==> config.mk <==
export PLATFORM = sky130hd
export DESIGN_NAME = seven_segment_decoder_flat
export DESIGN_NICKNAME = d
export VERILOG_FILES = /design/src/rtl/seg7_pkg.sv /design/src/rtl/seven_segment_decoder_if.sv /design/src/rtl/seg7_glyph_decode.sv /design/src/rtl/seven_segment_decoder.sv /design/src/flat_wrapper.sv
export SDC_FILE = /design/constraint.sdc
export NUM_CORES = 1
export LEC_CHECK = 0
export CORE_UTILIZATION = 45
export DETAILED_ROUTE_END_ITERATION = 12
export PLACE_DENSITY = 0.69
export SETUP_SLACK_MARGIN = 0.2
export SLEW_MARGIN = 40
export SYNTH_ARGS = -nofsm -noshare
export SYNTH_HDL_FRONTEND = slang
export SYNTH_SLANG_ARGS = --single-unit
==> constraint.sdc <==
create_clock -name clk -period 6.3 [get_ports clk]
set_clock_uncertainty 0.2 [all_clocks]
set_input_delay 0.945 -clock clk [delete_from_list [all_inputs] [get_ports clk]]
set_output_delay 0.945 -clock clk [all_outputs]
set_load 0.02 [all_outputs]
==> src/rtl/seg7_pkg.sv <==
// Seven-segment glyph codes (g..a, active-high) shared by driver and receiver,
// plus the receive-side frame FSM state type.
package seg7_pkg;

    localparam logic [6:0] SEG_0     = 7'b0111111;
    localparam logic [6:0] SEG_1     = 7'b0000110;
    localparam logic [6:0] SEG_2     = 7'b1011011;
    localparam logic [6:0] SEG_3     = 7'b1001111;
    localparam logic [6:0] SEG_4     = 7'b1100110;
    localparam logic [6:0] SEG_5     = 7'b1101101;
    localparam logic [6:0] SEG_6     = 7'b1111100;
    localparam logic [6:0] SEG_7     = 7'b0000111;
    localparam logic [6:0] SEG_8     = 7'b1111111;
    localparam logic [6:0] SEG_9     = 7'b1100111;
    localparam logic [6:0] SEG_BLANK = 7'b0000000;

    typedef enum logic {
        S_WAIT_U = 1'b0,
        S_WAIT_T = 1'b1
    } state_t;

endpackage

==> src/rtl/seven_segment_decoder_if.sv <==
// Display pins plus the decoded readback; master drives the pins, slave decodes.
interface seven_segment_decoder_if;

    logic [6:0] segments;
    logic       digit;
    logic [3:0] ten_count;
    logic [3:0] unit_count;
    logic       valid;
    logic       changed;
    logic       code_error;
    logic       stalled;

    modport master (
        output segments, digit,
        input  ten_count, unit_count, valid, changed, code_error, stalled
    );

    modport slave (
        input  segments, digit,
        output ten_count, unit_count, valid, changed, code_error, stalled
    );

endinterface

==> src/rtl/seg7_glyph_decode.sv <==
// Purpose: exact-match decode of one seven-segment glyph to BCD with a legality flag.
// Latency: combinational.
// Backpressure: none.
module seg7_glyph_decode
    import seg7_pkg::*;
(
    input  logic [6:0] glyph,
    output logic       legal,
    output logic [3:0] bcd
);

    always_comb begin
        legal = 1'b1;
        bcd   = 4'd0;
        case (glyph)
            SEG_0:   bcd = 4'd0;
            SEG_1:   bcd = 4'd1;
            SEG_2:   bcd = 4'd2;
            SEG_3:   bcd = 4'd3;
            SEG_4:   bcd = 4'd4;
            SEG_5:   bcd = 4'd5;
            SEG_6:   bcd = 4'd6;
            SEG_7:   bcd = 4'd7;
            SEG_8:   bcd = 4'd8;
            SEG_9:   bcd = 4'd9;
            default: legal = 1'b0;
        endcase
    end

endmodule

==> src/rtl/seven_segment_decoder.sv <==
// Purpose: read back a multiplexed 2-digit seven-segment display as a tens/units BCD pair.
// Latency: glyph at pins in cycle t -> valid in cycle t+SYNC_STAGES+STABLE_CYCLES.
// Backpressure: none; pins are sampled every cycle and results are pulses/levels.
module seven_segment_decoder
    import seg7_pkg::*;
#(
    parameter int unsigned SYNC_STAGES    = 2,
    parameter int unsigned STABLE_CYCLES  = 1,
    parameter int unsigned TIMEOUT_CYCLES = 1024
) (
    input  logic                    clk,
    input  logic                    rst_n,
    seven_segment_decoder_if.slave  bus
);

    localparam logic [3:0]  STABLE_N  = 4'(STABLE_CYCLES);
    localparam logic [15:0] TIMEOUT_N = 16'(TIMEOUT_CYCLES);

    logic [SYNC_STAGES-1:0][7:0] sync_q;
    logic [7:0]  synced;
    logic [7:0]  prev_q;
    logic [3:0]  run_q;
    logic [3:0]  run_d;
    logic        accept;
    logic        toggle;
    logic [15:0] stall_q;

    logic        legal;
    logic [3:0]  bcd;

    state_t      state_q;
    state_t      state_d;
    logic [3:0]  units_q;
    logic [3:0]  units_d;
    logic        publish;
    logic        bad_code;

    logic [3:0]  ten_q;
    logic [3:0]  unit_q;
    logic        valid_q;
    logic        changed_q;
    logic        code_error_q;

    always_ff @(posedge clk or negedge rst_n) begin
        if (!rst_n) begin
            sync_q <= '0;
        end else begin
            sync_q[0] <= {bus.digit, bus.segments};
            for (int i = 1; i < SYNC_STAGES; i++) begin
                sync_q[i] <= sync_q[i-1];
            end
        end
    end

    assign synced = sync_q[SYNC_STAGES-1];
    assign toggle = synced[7] ^ prev_q[7];

    // Any change, including a digit flip with identical segments, restarts the run.
    always_comb begin
        if (synced != prev_q) begin
            run_d = 4'd1;
        end else if (run_q == 4'hF) begin
            run_d = run_q;
        end else begin
            run_d = run_q + 4'd1;
        end
    end

    assign accept = (run_d == STABLE_N);

    always_ff @(posedge clk or negedge rst_n) begin
        if (!rst_n) begin
            prev_q  <= '0;
            run_q   <= '0;
            stall_q <= '0;
        end else begin
            prev_q <= synced;
            run_q  <= run_d;
            if (toggle) begin
                stall_q <= '0;
            end else if (stall_q != 16'hFFFF) begin
                stall_q <= stall_q + 16'd1;
            end
        end
    end

    seg7_glyph_decode u_decode (
        .glyph (synced[6:0]),
        .legal (legal),
        .bcd   (bcd)
    );

    always_ff @(posedge clk or negedge rst_n) begin
        if (!rst_n) begin
            state_q <= S_WAIT_U;
            units_q <= '0;
        end else begin
            state_q <= state_d;
            units_q <= units_d;
        end
    end

    // An illegal glyph aborts the frame whichever digit carried it.
    always_comb begin
        state_d  = state_q;
        units_d  = units_q;
        publish  = 1'b0;
        bad_code = 1'b0;
        if (accept) begin
            if (!legal) begin
                bad_code = 1'b1;
                units_d  = '0;
                state_d  = S_WAIT_U;
            end else begin
                case (state_q)
                    S_WAIT_U: begin
                        if (!synced[7]) begin
                            units_d = bcd;
                            state_d = S_WAIT_T;
                        end
                    end
                    S_WAIT_T: begin
                        if (synced[7]) begin
                            publish = 1'b1;
                            state_d = S_WAIT_U;
                        end else begin
                            units_d = bcd;
                        end
                    end
                endcase
            end
        end
    end

    always_ff @(posedge clk or negedge rst_n) begin
        if (!rst_n) begin
            ten_q        <= '0;
            unit_q       <= '0;
            valid_q      <= 1'b0;
            changed_q    <= 1'b0;
            code_error_q <= 1'b0;
        end else begin
            valid_q      <= publish;
            code_error_q <= bad_code;
            changed_q    <= publish && ({bcd, units_q} != {ten_q, unit_q});
            if (publish) begin
                ten_q  <= bcd;
                unit_q <= units_q;
            end
        end
    end

    assign bus.ten_count  = ten_q;
    assign bus.unit_count = unit_q;
    assign bus.valid      = valid_q;
    assign bus.changed    = changed_q;
    assign bus.code_error = code_error_q;
    assign bus.stalled    = (stall_q >= TIMEOUT_N);

endmodule

==> src/flat_wrapper.sv <==
// flat-port wrapper written by rule: the top's interface ports become plain ports
module seven_segment_decoder_flat import seg7_pkg::*;
#(
    parameter int unsigned SYNC_STAGES    = 2,
    parameter int unsigned STABLE_CYCLES  = 1,
    parameter int unsigned TIMEOUT_CYCLES = 1024
)
  (clk, rst_n, bus_segments, bus_digit, bus_ten_count, bus_unit_count, bus_valid, bus_changed, bus_code_error, bus_stalled);
  seven_segment_decoder_if bus_i ();
  input  logic clk;
  input  logic rst_n;
  input wire logic [$bits(bus_i.segments)-1:0] bus_segments;
  input wire logic [$bits(bus_i.digit)-1:0] bus_digit;
  output wire logic [$bits(bus_i.ten_count)-1:0] bus_ten_count;
  output wire logic [$bits(bus_i.unit_count)-1:0] bus_unit_count;
  output wire logic [$bits(bus_i.valid)-1:0] bus_valid;
  output wire logic [$bits(bus_i.changed)-1:0] bus_changed;
  output wire logic [$bits(bus_i.code_error)-1:0] bus_code_error;
  output wire logic [$bits(bus_i.stalled)-1:0] bus_stalled;
  assign bus_i.segments = bus_segments;
  assign bus_i.digit = bus_digit;
  assign bus_ten_count = bus_i.ten_count;
  assign bus_unit_count = bus_i.unit_count;
  assign bus_valid = bus_i.valid;
  assign bus_changed = bus_i.changed;
  assign bus_code_error = bus_i.code_error;
  assign bus_stalled = bus_i.stalled;
  seven_segment_decoder #(.SYNC_STAGES(SYNC_STAGES), .STABLE_CYCLES(STABLE_CYCLES), .TIMEOUT_CYCLES(TIMEOUT_CYCLES)) u_core (.clk(clk), .rst_n(rst_n), .bus(bus_i));
endmodule
==> impl_metrics.csv <==
group,metric,value,unit
clock_network,postCtsHoldBufs,0,
yosys,synthArstFlopShare,1.00,
layout,fin_nets,286,
placed_design,gp_congestion,0.786,
critical_path,required,6.31,ns
critical_path,path_class,"register to register",
yosys,yosysTopAreaCellShare,0.546,
timing,finalHoldViolations,0,
layout,area.sequential,1500,sq um
critical_path,cp_cell_sequence,"xor2_1 > nor4_1 > nand2_1 > a21oi_1 > nand4b_4 > mux2_2",
route,first_pass_iters,4,
power,leakage,0.00141,uW
layout,antennaDiodeCount,0,
grt,grt_max_degree,61,
power,p_sw_frac,0.257,
layout,final_common_cell,"dfrtp_1",
layout,final_cell_mix,"dfrtp_1, nor2_1, nand2_1, clkdlybuf4s50_1, xor2_1",
clock_network,path_clk_slew,0.07,ns
power,vdd_drop_max,135,uV
worst_hold_path,hold_path.class,"register to register",
floorplanning,dieArea,6430,sq um
route,drc,0,
job,drv_cap,0,
grt,grt_pass1_wl,8220,um
power,combPwrFrac,0.085,
yosys,netlist_instances,251,
power,p_per_area,259,nW/um^2
timing,setup_tns,0,ns
critical_path,path_depth,6,
critical_path,critPathMaxFanout,17,
timing,tightest_slew,0.733,ns
timing,max_slew_margin,0.505,
power,internal_power,619,uW
route,wirelength,4750,um
timing,fin_crit,3.02,ns
clock_network,cts_sinks,60,
grt,antenna_found_initial,0,
critical_path,crit_path_top_delay_cell,"dfrtp_1",
yosys,syn-cell-area,2750,sq um
yosys,synth-edff-count,0,
worst_hold_path,worstHoldPathCells,0,
yosys,ys_ff_latch,60,
critical_path,slowest_delay,0.57,ns
timing,setup_viol,0,
placed_design,port_buffers,21,
critical_path,reg2reg_depth,6,
floorplanning,die_x,80.2,um
power,clkPwrFrac,0.411,
clock_network,tritoncts,"done",
yosys,syn_nets,264,
floorplanning,placeableCoreArea,5920,sq um
floorplanning,start_util,0.465,
route,wl_per_cell,13.5,um
clock_network,cts_inserted_buffers,9,
yosys,yosys_warnings,0,
route,via_per_inst,5.24,
timing,hold_slack,0.148,ns
timing,slew_violations,0,
clock_network,cts-resized-gates,0,
yosys,synth_cell_types,47,
critical_path,crit_arrival,3.02,ns
timing,clock.fmax,331,MHz
critical_path,critPathTopFamily,"simple AND/OR/NAND/NOR gates",
power,power_frac_seq,0.505,
floorplanning,top_level_ports,22,
yosys,seq_area_frac_synth,0.546,
grt,grt_remaining_overflow,0,
clock_network,post-cts-setup-buffers,0,
route,drtIter0Drc,107,
yosys,synth_flop_cell,"dfrtp_1",
clock_network,clockBufferDepth,2,
yosys,yosysTopAreaCell,"dfrtp_1",
layout,multi_input_area,1170,sq um
outcome,outcome,"finished clean",
floorplanning,fp-row-count,28,
floorplanning,fp.dieH,80.2,um
route,drt.antenna.violating_nets,0,
critical_path,path_buf_inv,0,
layout,nFillCells,518,
route,vias,1850,
timing,finalCritPeriodShare,0.479,
clock_network,cts_root_buffer,"clkbuf_8",
grt,grt_pass1_vias,1830,
clock_network,h-tree-depth,3,
layout,area_growth,16.9,%
yosys,syn_area_per_cell,11.0,sq um
timing,rsz0062_at_grt,"false",
clock_network,clk_latency,0.33,ns
grt,grt.total_usage,0.170,
yosys,synth.area.top_cells,"dfrtp_1, xor2_1, nor2_1, xnor2_1, mux2_2",
power,power.switching,214,uW
critical_path,endpoint_kind,"register",
layout,layout-drive-gt1-share,0.129,
placed_design,dp_hpwl,3170,um
critical_path,startpoint_type,"register",
[Yosys cell counts (4+ instances only)]
cell,number
buf_2,4
nand4_1,5
a21oi_1,10
nor2_1,27
xor2_1,19
nand3_1,10
clkbuf_1,6
inv_1,8
nor3_1,9
dfrtp_1,60
mux2_2,7
xnor2_1,11
nand2_1,21
mux2i_1,4
[power by group through the flow]
stage	clock network [uW]	registers [uW]	logic, uW
floorplan	0	423	45.6
global placement	0	427	70.3
detailed placement	0	428	71.4
CTS	351	421	71.8
global route	368	423	80.6
finish	342	421	70.7
[per-stage QoR]
step,area (sq um),power (uW),setup slack (ns),std cells,utilization
floorplan,2750,469,3.75,251,-
global placement,3000,498,3.28,337,0.507
detailed placement,3010,500,3.28,337,0.509
CTS,3210,843,3.27,353,0.542
global route,3220,872,2.97,353,0.543
finish,3220,834,3.28,353,0.543
[cells by family (layout without fill, tap and decap cells)]
| kind of cell | Yosys count | in the layout | share of synthesized area |
|---|---|---|---|
| flops | 60 | 60 | 0.546 |
| simple gates | 94 | 94 | 0.178 |
| fa+ha+maj | 3 | 3 | 0.0136 |
| buf+inv | 19 | 46 | 0.0305 |
| mux | 12 | 12 | 0.0487 |
| compound gates | 33 | 33 | 0.0882 |
| xor+xnor | 30 | 30 | 0.0955 |
[layout make-up]
cell class	count	share of cell area
clock buffers	9	0.0385
clock inverters	7	0.0237
inverters	8	0.00934
multi-input cells	172	0.365
flip-flops and latches	60	0.467
well taps	75	0.0292
repair buffers	22	0.0673
[path summary, 6_finish.rpt]
kind	startpoint	end	slack [ns]
setup / recovery	u_core.synced[4]$_DFF_PN0_	u_core.bus.unit_count[0]$_DFFE_PN0P_	3.28
hold / removal	u_core.sync_q[7]$_DFF_PN0_	u_core.synced[7]$_DFF_PN0_	0.15
setup reg to reg	u_core.synced[4]$_DFF_PN0_	u_core.bus.unit_count[0]$_DFFE_PN0P_	3.28
hold reg to reg	u_core.sync_q[7]$_DFF_PN0_	u_core.synced[7]$_DFF_PN0_	0.15
max in group asynchronous	rst_n	u_core.stall_q[2]$_DFFE_PN0P_	5.05
min in group asynchronous	rst_n	u_core.bus.changed$_DFF_PN0_	0.45
[per-layer routing]
| layer | up-vias | routed length (um) | GRT usage |
|---|---|---|---|
| met4 | 0 | 44 | 0.0893 |
| met2 | 38 | 2240 | 0.256 |
| met5 | - | 0 | 0 |
| met3 | 6 | 189 | 0.0398 |
| li1 | 911 | - | - |
| met1 | 895 | 2280 | 0.227 |
[flip-flops by register name, indices dropped and copies added, names as in the netlist]
name	flops
u_core.stall_q	16
u_core.bus.code_error	1
u_core.bus.changed	1
u_core.sync_q	8
u_core.synced	8
u_core.bus.valid	1
u_core.prev_q	8
u_core.state_q	1
u_core.run_q	4
u_core.units_q	4
u_core.bus.ten_count	4
u_core.bus.unit_count	4
Note: power is estimated with default switching activity, not from simulation.
